--- src/rtl/ro_freq_meter.sv ---
// Ring-oscillator frequency meter.
// Enables one oscillator and lets it settle, then counts its synchronized rising edges over a
// programmable window of ro_clk cycles. The result and a saturation flag are published with a
// one-cycle done pulse.
//
// Ports:
//   ro_clk      block clock, all state on its rising edge
//   ro_rst_n    asynchronous active-low reset
//   ro_ce_n     active-low start strobe; ro_sel and ro_win are sampled with it
//   ro_sel      channel to measure
//   ro_win      window length in ro_clk cycles
//   ro_osc_i    oscillator outputs, asynchronous to ro_clk
//   ro_en       one-hot oscillator enable (registered)
//   ro_busy     high whenever a measurement is in progress
//   ro_done     one-cycle completion pulse
//   ro_ovf      the last result saturated
//   ro_count_q  last measured edge count
module ro_freq_meter #(
  parameter int unsigned NUM_CH     = 4,
  parameter int unsigned CNT_W      = 16,
  parameter int unsigned WIN_W      = 12,
  parameter int unsigned SETTLE_CYC = 4,
  parameter int unsigned SEL_W      = (NUM_CH > 1) ? $clog2(NUM_CH) : 1
) (
  input  logic              ro_clk,
  input  logic              ro_rst_n,
  input  logic              ro_ce_n,
  input  logic [SEL_W-1:0]  ro_sel,
  input  logic [WIN_W-1:0]  ro_win,
  input  logic [NUM_CH-1:0] ro_osc_i,
  output logic [NUM_CH-1:0] ro_en,
  output logic              ro_busy,
  output logic              ro_done,
  output logic              ro_ovf,
  output logic [CNT_W-1:0]  ro_count_q
);

  // One timer serves both the settle phase and the count window.
  localparam int unsigned SetW = $clog2(SETTLE_CYC);
  localparam int unsigned TmrW = (WIN_W > SetW) ? WIN_W : SetW;
  localparam logic [TmrW-1:0] SettleLast = TmrW'(SETTLE_CYC - 1);

  typedef enum logic [1:0] {StIdle, StSettle, StCount, StDone} state_e;

  state_e            state_q;
  logic [TmrW-1:0]   tmr_q;
  logic [WIN_W-1:0]  win_q;
  logic [NUM_CH-1:0] en_q;
  logic [CNT_W-1:0]  cnt_q;
  logic              cnt_ovf_q;
  logic              done_q;
  logic              ovf_q;
  logic [CNT_W-1:0]  count_q;

  logic [NUM_CH-1:0] sync1_q, sync2_q, prev_q;
  logic [NUM_CH-1:0] rise;
  logic [NUM_CH-1:0] sel_onehot;
  logic              sel_ok;
  logic              sel_edge;
  logic [TmrW-1:0]   win_last;

  // Two-flop synchronizer plus one history flop for rising-edge detection.
  always_ff @(posedge ro_clk or negedge ro_rst_n) begin
    if (!ro_rst_n) begin
      sync1_q <= '0;
      sync2_q <= '0;
      prev_q  <= '0;
    end else begin
      sync1_q <= ro_osc_i;
      sync2_q <= sync1_q;
      prev_q  <= sync2_q;
    end
  end

  assign rise = sync2_q & ~prev_q;

  always_comb begin
    sel_onehot = '0;
    for (int unsigned i = 0; i < NUM_CH; i++) begin
      sel_onehot[i] = (32'(ro_sel) == i);
    end
  end

  assign sel_ok   = (32'(ro_sel) < NUM_CH);
  // en_q holds the latched channel as one-hot, so it doubles as the edge mux.
  assign sel_edge = |(rise & en_q);
  assign win_last = TmrW'(win_q) - TmrW'(1);

  always_ff @(posedge ro_clk or negedge ro_rst_n) begin
    if (!ro_rst_n) begin
      state_q   <= StIdle;
      tmr_q     <= '0;
      win_q     <= '0;
      en_q      <= '0;
      cnt_q     <= '0;
      cnt_ovf_q <= 1'b0;
      done_q    <= 1'b0;
      ovf_q     <= 1'b0;
      count_q   <= '0;
    end else begin
      done_q <= 1'b0;
      unique case (state_q)
        StIdle: begin
          if (!ro_ce_n && sel_ok) begin
            state_q   <= StSettle;
            tmr_q     <= '0;
            win_q     <= ro_win;
            en_q      <= sel_onehot;
            cnt_q     <= '0;
            cnt_ovf_q <= 1'b0;
          end
        end
        StSettle: begin
          if (tmr_q == SettleLast) begin
            tmr_q     <= '0;
            cnt_q     <= '0;
            cnt_ovf_q <= 1'b0;
            if (win_q == '0) begin
              state_q <= StDone;
              en_q    <= '0;
            end else begin
              state_q <= StCount;
            end
          end else begin
            tmr_q <= tmr_q + TmrW'(1);
          end
        end
        StCount: begin
          if (sel_edge) begin
            // Saturate rather than wrap; remember that an edge was lost.
            if (&cnt_q) begin
              cnt_ovf_q <= 1'b1;
            end else begin
              cnt_q <= cnt_q + CNT_W'(1);
            end
          end
          if (tmr_q == win_last) begin
            state_q <= StDone;
            en_q    <= '0;
          end else begin
            tmr_q <= tmr_q + TmrW'(1);
          end
        end
        StDone: begin
          state_q <= StIdle;
          done_q  <= 1'b1;
          count_q <= cnt_q;
          ovf_q   <= cnt_ovf_q;
        end
        default: state_q <= StIdle;
      endcase
    end
  end

  assign ro_en      = en_q;
  assign ro_busy    = (state_q != StIdle);
  assign ro_done    = done_q;
  assign ro_ovf     = ovf_q;
  assign ro_count_q = count_q;

endmodule

--- config.mk ---
export PLATFORM = sky130hd
export DESIGN_NAME = ro_freq_meter
export DESIGN_NICKNAME = d
export VERILOG_FILES = /design/src/rtl/ro_freq_meter.sv
export SDC_FILE = /design/constraint.sdc
export NUM_CORES = 1
export LEC_CHECK = 0
export CORE_MARGIN = 2
export CORE_UTILIZATION = 50
export CTS_CLUSTER_DIAMETER = 120
export CTS_CLUSTER_SIZE = 20
export DETAILED_ROUTE_END_ITERATION = 8
export PLACE_DENSITY = 0.72
export SLEW_MARGIN = 40
export SYNTH_ARGS = -nofsm -noshare
export SYNTH_HDL_FRONTEND = slang
export SYNTH_SLANG_ARGS = --single-unit
--- constraint.sdc ---
create_clock -name ro_clk -period 6.56 [get_ports ro_clk]
set_clock_uncertainty 0.2 [all_clocks]
set_input_delay 0.984 -clock ro_clk [delete_from_list [all_inputs] [get_ports ro_clk]]
set_output_delay 0.984 -clock ro_clk [all_outputs]
set_load 0.01 [all_outputs]
==> metrics.txt, run 1 <==
status=complete, no violations; Starting Density=51.1%; DR DRC count=0; H-tree Lvls=3; peak supply drop=233 µV; Post-Synth Simple-Gate Area=19.4%; setup violators final=0; Mapped Nets=422; post-synthesis xor/xnor area fraction=5.48%; largest family of logic cells by synthesized area=simple AND/OR/NAND/NOR gates; synthesis-to-finish area growth=16.7%; vias in the first global route=3048; Vias per Instance=5.92; ant diodes=0; Overall Global Routing Usage=20.5%; Yosys Warn Count=0; num rows=33; RSZ-0062 raised after global routing=no; post-cts hold buffer count=0; I/O pin cnt=44; final period utilization=51.5%; post-route cell area=4850 µm²; Async SR Flop Fraction=100%; CTS sink cnt=77; Setup CP Type=reg -> reg; post-route ant nets=0; number of synthesized register bits=77; initial antenna violation count=0; Slew Viols, Final=0; WP data required=6.60 ns; Hold WC Path Type=reg -> reg; Main synth FF type=dfrtp_1; Die W=95.2 µm; clock root buffer=clkbuf_8; Seq/Total Area, Yosys=46.3%; Fin. Hold Viols=0; arrival time worst endpoint=3.42 ns; largest net degree at the start of global routing=78; area of the multi-input gates=2080 µm²; clk slew on worst S/H paths=0.08 ns; Die Y=95.2 µm; iteration count of the initial detailed-routing pass=5; power per cell area=371 nW/µm²; post-synthesis mux area share=9.24%; wire length of the first global-routing pass=14500 µm; CTS Buf Count=9; fin nets=456; worst skew pair latency=0.36 ns; register area=1930 µm²; initial drt markers=231; Fmax=296 MHz; CTS tree=built; core area=8130 µm²; DRT Wirelength=8680 µm; share of layout cells above drive strength 1=15.3%; Placer Congestion=0.814; CTS resizes=0; non-filler cells, final=536; WL per Instance=16.2 µm; post-CTS setup repair buffer count=0; compound-cell area share of the yosys netlist=13.1%; Inst Count DP=520; half-perimeter wire length after placement=5860 µm; fin crit period=3.38 ns; mapped cell area=4160 µm²; Filler cells=675; Distinct cells, synth=64; critical path startpoint category=flop; setup TNS=0 ns; MaxCap Viol Count=0; critical path peak fanout=13; die area=9060 µm²; slew margin rel.=49.7%; port bufs=43; most frequent cells in the layout=dfrtp_1, clkdlybuf4s50_1, nand2_1; Longest Clk Path Bufs=2; Post-Synth Adder-Cell Area=2.71%; commonest non-fill, non-tap cell in the layout=dfrtp_1; Remaining Overflow, GRT=0; Placed Area=4620 µm²; leakage power total=2.02 nW; Mapped Cells=392; Setup crit end kind=flop; Post-synth EDFFs=0; post-synthesis area per instance=10.6 µm²; Vias=3171; Worst Tran Pin Value=0.747 ns
-- sequential cells by signal, summed over array words and instances, names as in the netlist, 4 cells and up --
name / count
ro_count_q: 16
sync1_q: 4
sync2_q: 4
ro_en: 4
win_q: 12
cnt_q: 16
tmr_q: 12
prev_q: 4
-- routing by layer --
metal / vias to the layer above / track usage, % / routed length [µm]
li1: 1495 / - / -
met1: 1567 / 27.3 / 3940
met2: 92 / 32.2 / 4160
met3: 17 / 4.11 / 391
met4: 0 / 9.66 / 190
met5: - / 0 / 0
-- logic make-up (layout without fill, tap and decap cells) --
| logic type | count (synthesis) | after routing |
|---|---|---|
| multiplexers | 33 | 33 |
| XOR/XNOR | 26 | 26 |
| buffers and inverters | 33 | 72 |
| flip-flops | 77 | 77 |
| adder cells (fa/ha/maj) | 9 | 9 |
| AO/OA/AOI/OAI | 74 | 74 |
| AND/OR/NAND/NOR | 140 | 140 |
-- critical path: stages, from the launching register on --
cell      delay, ns
dfrtp_1        0.47
inv_1          0.12
ha_1           0.25
nor3b_1        0.62
o211ai_1       0.20
a22oi_1        0.23
and3_4         0.24
nor3_2         0.05
buf_4          0.18
and3_1         0.34
o41ai_1        0.36
-- path summary, 6_finish.rpt --
check,cells after the start,slack [ns],end,start
setup / recovery,10,3.18,tmr_q[4],win_q[0]
hold / removal,0,0.15,sync2_q[3],sync1_q[3]
setup reg to reg,10,3.18,tmr_q[4],win_q[0]
hold reg to reg,0,0.15,sync2_q[3],sync1_q[3]
max in group asynchronous,1,5.26,ro_count_q[3],ro_rst_n
min in group asynchronous,1,0.44,win_q[3],ro_rst_n
-- stage by stage --
| step | hold WS (ns) | power (mW) | setup slack (ns) | utilization, % |
|---|---|---|---|---|
| final | 0.150 | 1.80 | 3.18 | 59.6 |
| after global routing | 0.164 | 1.91 | 2.97 | 59.6 |
| after CTS | 0.152 | 1.80 | 3.24 | 59.6 |
| after detailed placement | 0.138 | 1.40 | 3.12 | 56.9 |
| after global placement | 0.131 | 1.37 | 2.95 | 56.7 |
| after floorplan | 0.131 | 1.22 | 3.76 | - |
-- area by class of cell --
cell class | count | area share (%)
multi-input cells | 282 | 42.9
flip-flops and latches | 77 | 39.7
repair buffers | 45 | 9.21
well taps | 105 | 2.71
clock buffers | 10 | 2.63
clock inverters | 6 | 1.93
inverters | 11 | 0.851
-- Yosys cell counts (all sizes together), types with 7 or more instances --
master / count / area share [%]
nand3: 11 / 1.3
xor2: 13 / 2.7
a41oi: 10 / 2.1
nand2: 29 / 2.6
dfrtp: 77 / 46
nor2: 27 / 2.4
nor3: 13 / 1.9
and3: 10 / 1.6
nand4: 8 / 1.2
inv: 11 / 0.99
o21ai: 20 / 2.4
xnor2: 13 / 2.7
ha: 9 / 2.7
buf: 7 / 1.2
mux2: 31 / 8.8
or4: 8 / 1.5
clkbuf: 15 / 1.6
-- power by group --
group / total, mW / leakage (nW) / switching, mW / internal, mW
Sequential: 0.652 / 1.01 / 0.108 / 0.545
Clock: 0.402 / 0.107 / 0.184 / 0.218
Combinational: 0.745 / 0.901 / 0.430 / 0.315
No activity file was read; power rests on OpenSTA's default activity.
==> run 2: changes to the inputs <==
PLACE_DENSITY = 0.75   (was 0.72)
clock period = 2.8 ns   (was 6.56 ns; I/O delays follow)
==> metrics.txt, run 2 (same netlist as run 1, synthesis figures left out) <==
status=complete, no violations; final setup margin=0.0290 ns; critical path peak fanout=4; setup violators final=0; Most Crowded Layer GR=met2; M3 GR Usage=3.56%; initial antenna violation count=0; ant diodes=0; Die W=95.2 µm; Inst Count DP=551; Vias=3278; num rows=33; Worst Tran Pin Value=0.629 ns; area of the multi-input gates=2140 µm²; core area=8130 µm²; Placer Congestion=0.875; DRT Wirelength=9440 µm; non-filler cells, final=570; fin nets=491; critical path startpoint category=flop; clock root buffer=clkbuf_8; commonest non-fill, non-tap cell in the layout=dfrtp_1; worst skew pair latency=0.36 ns; Starting Density=51.1%; Pwr Total=4.54 mW; DR DRC count=0; CTS sink cnt=77; Hold WC Path Type=reg -> reg; initial drt markers=214; Fin. Hold Viols=0; Filler cells=620; Die Y=95.2 µm; peak supply drop=413 µV; power per cell area=879 nW/µm²; share of layout cells above drive strength 1=23.4%; register area=1930 µm²; fin crit period=2.77 ns; Setup crit end kind=flop; Vias per Instance=5.75; half-perimeter wire length after placement=6410 µm; largest net degree at the start of global routing=47; wire length of the first global-routing pass=15900 µm; iteration count of the initial detailed-routing pass=5; Placed Area=4860 µm²; RSZ-0062 raised after global routing=yes; CTS tree=built; slew margin rel.=57.5%; I/O pin cnt=44; final period utilization=99.0%; pre-CTS WS=-0.0872 ns; CTS Buf Count=9; H-tree Lvls=3; GRT met1 Usage=28.8%; Fmax=361 MHz; die area=9060 µm²; leakage power total=2.21 nW; post-route ant nets=0; most frequent cells in the layout=dfrtp_1, clkdlybuf4s50_1, buf_4; arrival time worst endpoint=2.82 ns; Slew Viols, Final=0; synthesis-to-finish area growth=24.1%; Setup CP Type=reg -> reg; vias in the first global route=3393; WP data required=2.85 ns; Longest Clk Path Bufs=2; Overall Global Routing Usage=22.6%; Remaining Overflow, GRT=0; Global Route met2 Usage=38.4%; MaxCap Viol Count=0; clk slew on worst S/H paths=0.08 ns; port bufs=43; WL per Instance=16.6 µm; post-route cell area=5160 µm²
==> run 2: worst paths after layout <==
check,start,to,slack (ns),depth (start not counted)
worst max-delay path,win_q[0],ro_en[0],0.03,9
worst min-delay path,sync1_q[2],sync2_q[2],0.15,0
worst max register to register,win_q[0],ro_en[0],0.03,9
worst min register to register,sync1_q[2],sync2_q[2],0.15,0
max in group asynchronous,ro_rst_n,ro_count_q[10],1.48,3
min in group asynchronous,ro_rst_n,win_q[11],0.33,2
==> run 2: power breakdown <==
part	leakage (nW)	switching (mW)	internal, mW
Sequential	1.01	0.176	1.28
Combinational	1.11	1.20	1.04
Clock	0.0915	0.433	0.407
==> run 2: layout make-up <==
type / instances / area share, %
multi-input cells: 282 / 41.5
well taps: 105 / 2.55
flip-flops and latches: 77 / 37.3
clock buffers: 9 / 2.40
inverters: 11 / 0.800
repair buffers: 80 / 14.2
clock inverters: 6 / 1.24
==> run 2: what timing repair did <==
| action | in CTS | in global routing |
|---|---|---|
| setup endpoints to repair | 6 | 18 |
| hold endpoints to repair | 31 | 0 |
| gates resized for setup | 2 | 13 |
| hold buffers | 1 | 0 |
| cloned | 0 | 0 |
| setup buffers | 0 | 3 |
| pin swaps | 2 | 7 |
==> run 2: metrics by stage <==
stage | utilization (%) | setup TNS [ns] | hold WS [ns]
final | 63.5 | 0 | 0.152
after global routing | 63.5 | -0.424 | 0.159
after CTS | 62.3 | 0 | 0.154
after detailed placement | 59.8 | -0.412 | 0.136
after global placement | 59.8 | 0 | 0.132
after floorplan | - | 0 | -0.0756
==> run 2: critical path: stages (launching register included) <==
cell and delay [ns]:
dfrtp_1 0.40, inv_2 0.08, ha_4 0.13, or3b_4 0.40, nand2_1 0.07, o2111a_1 0.17
nand4_1 0.20, o41ai_4 0.45, and2_4 0.25, mux2_4 0.30
==> run 2: layer usage <==
layer  up-vias  wire [µm]
li1       1562          -
met5         -          0
met1      1618       4060
met2        89       4840
met4         0        111
met3         9        434
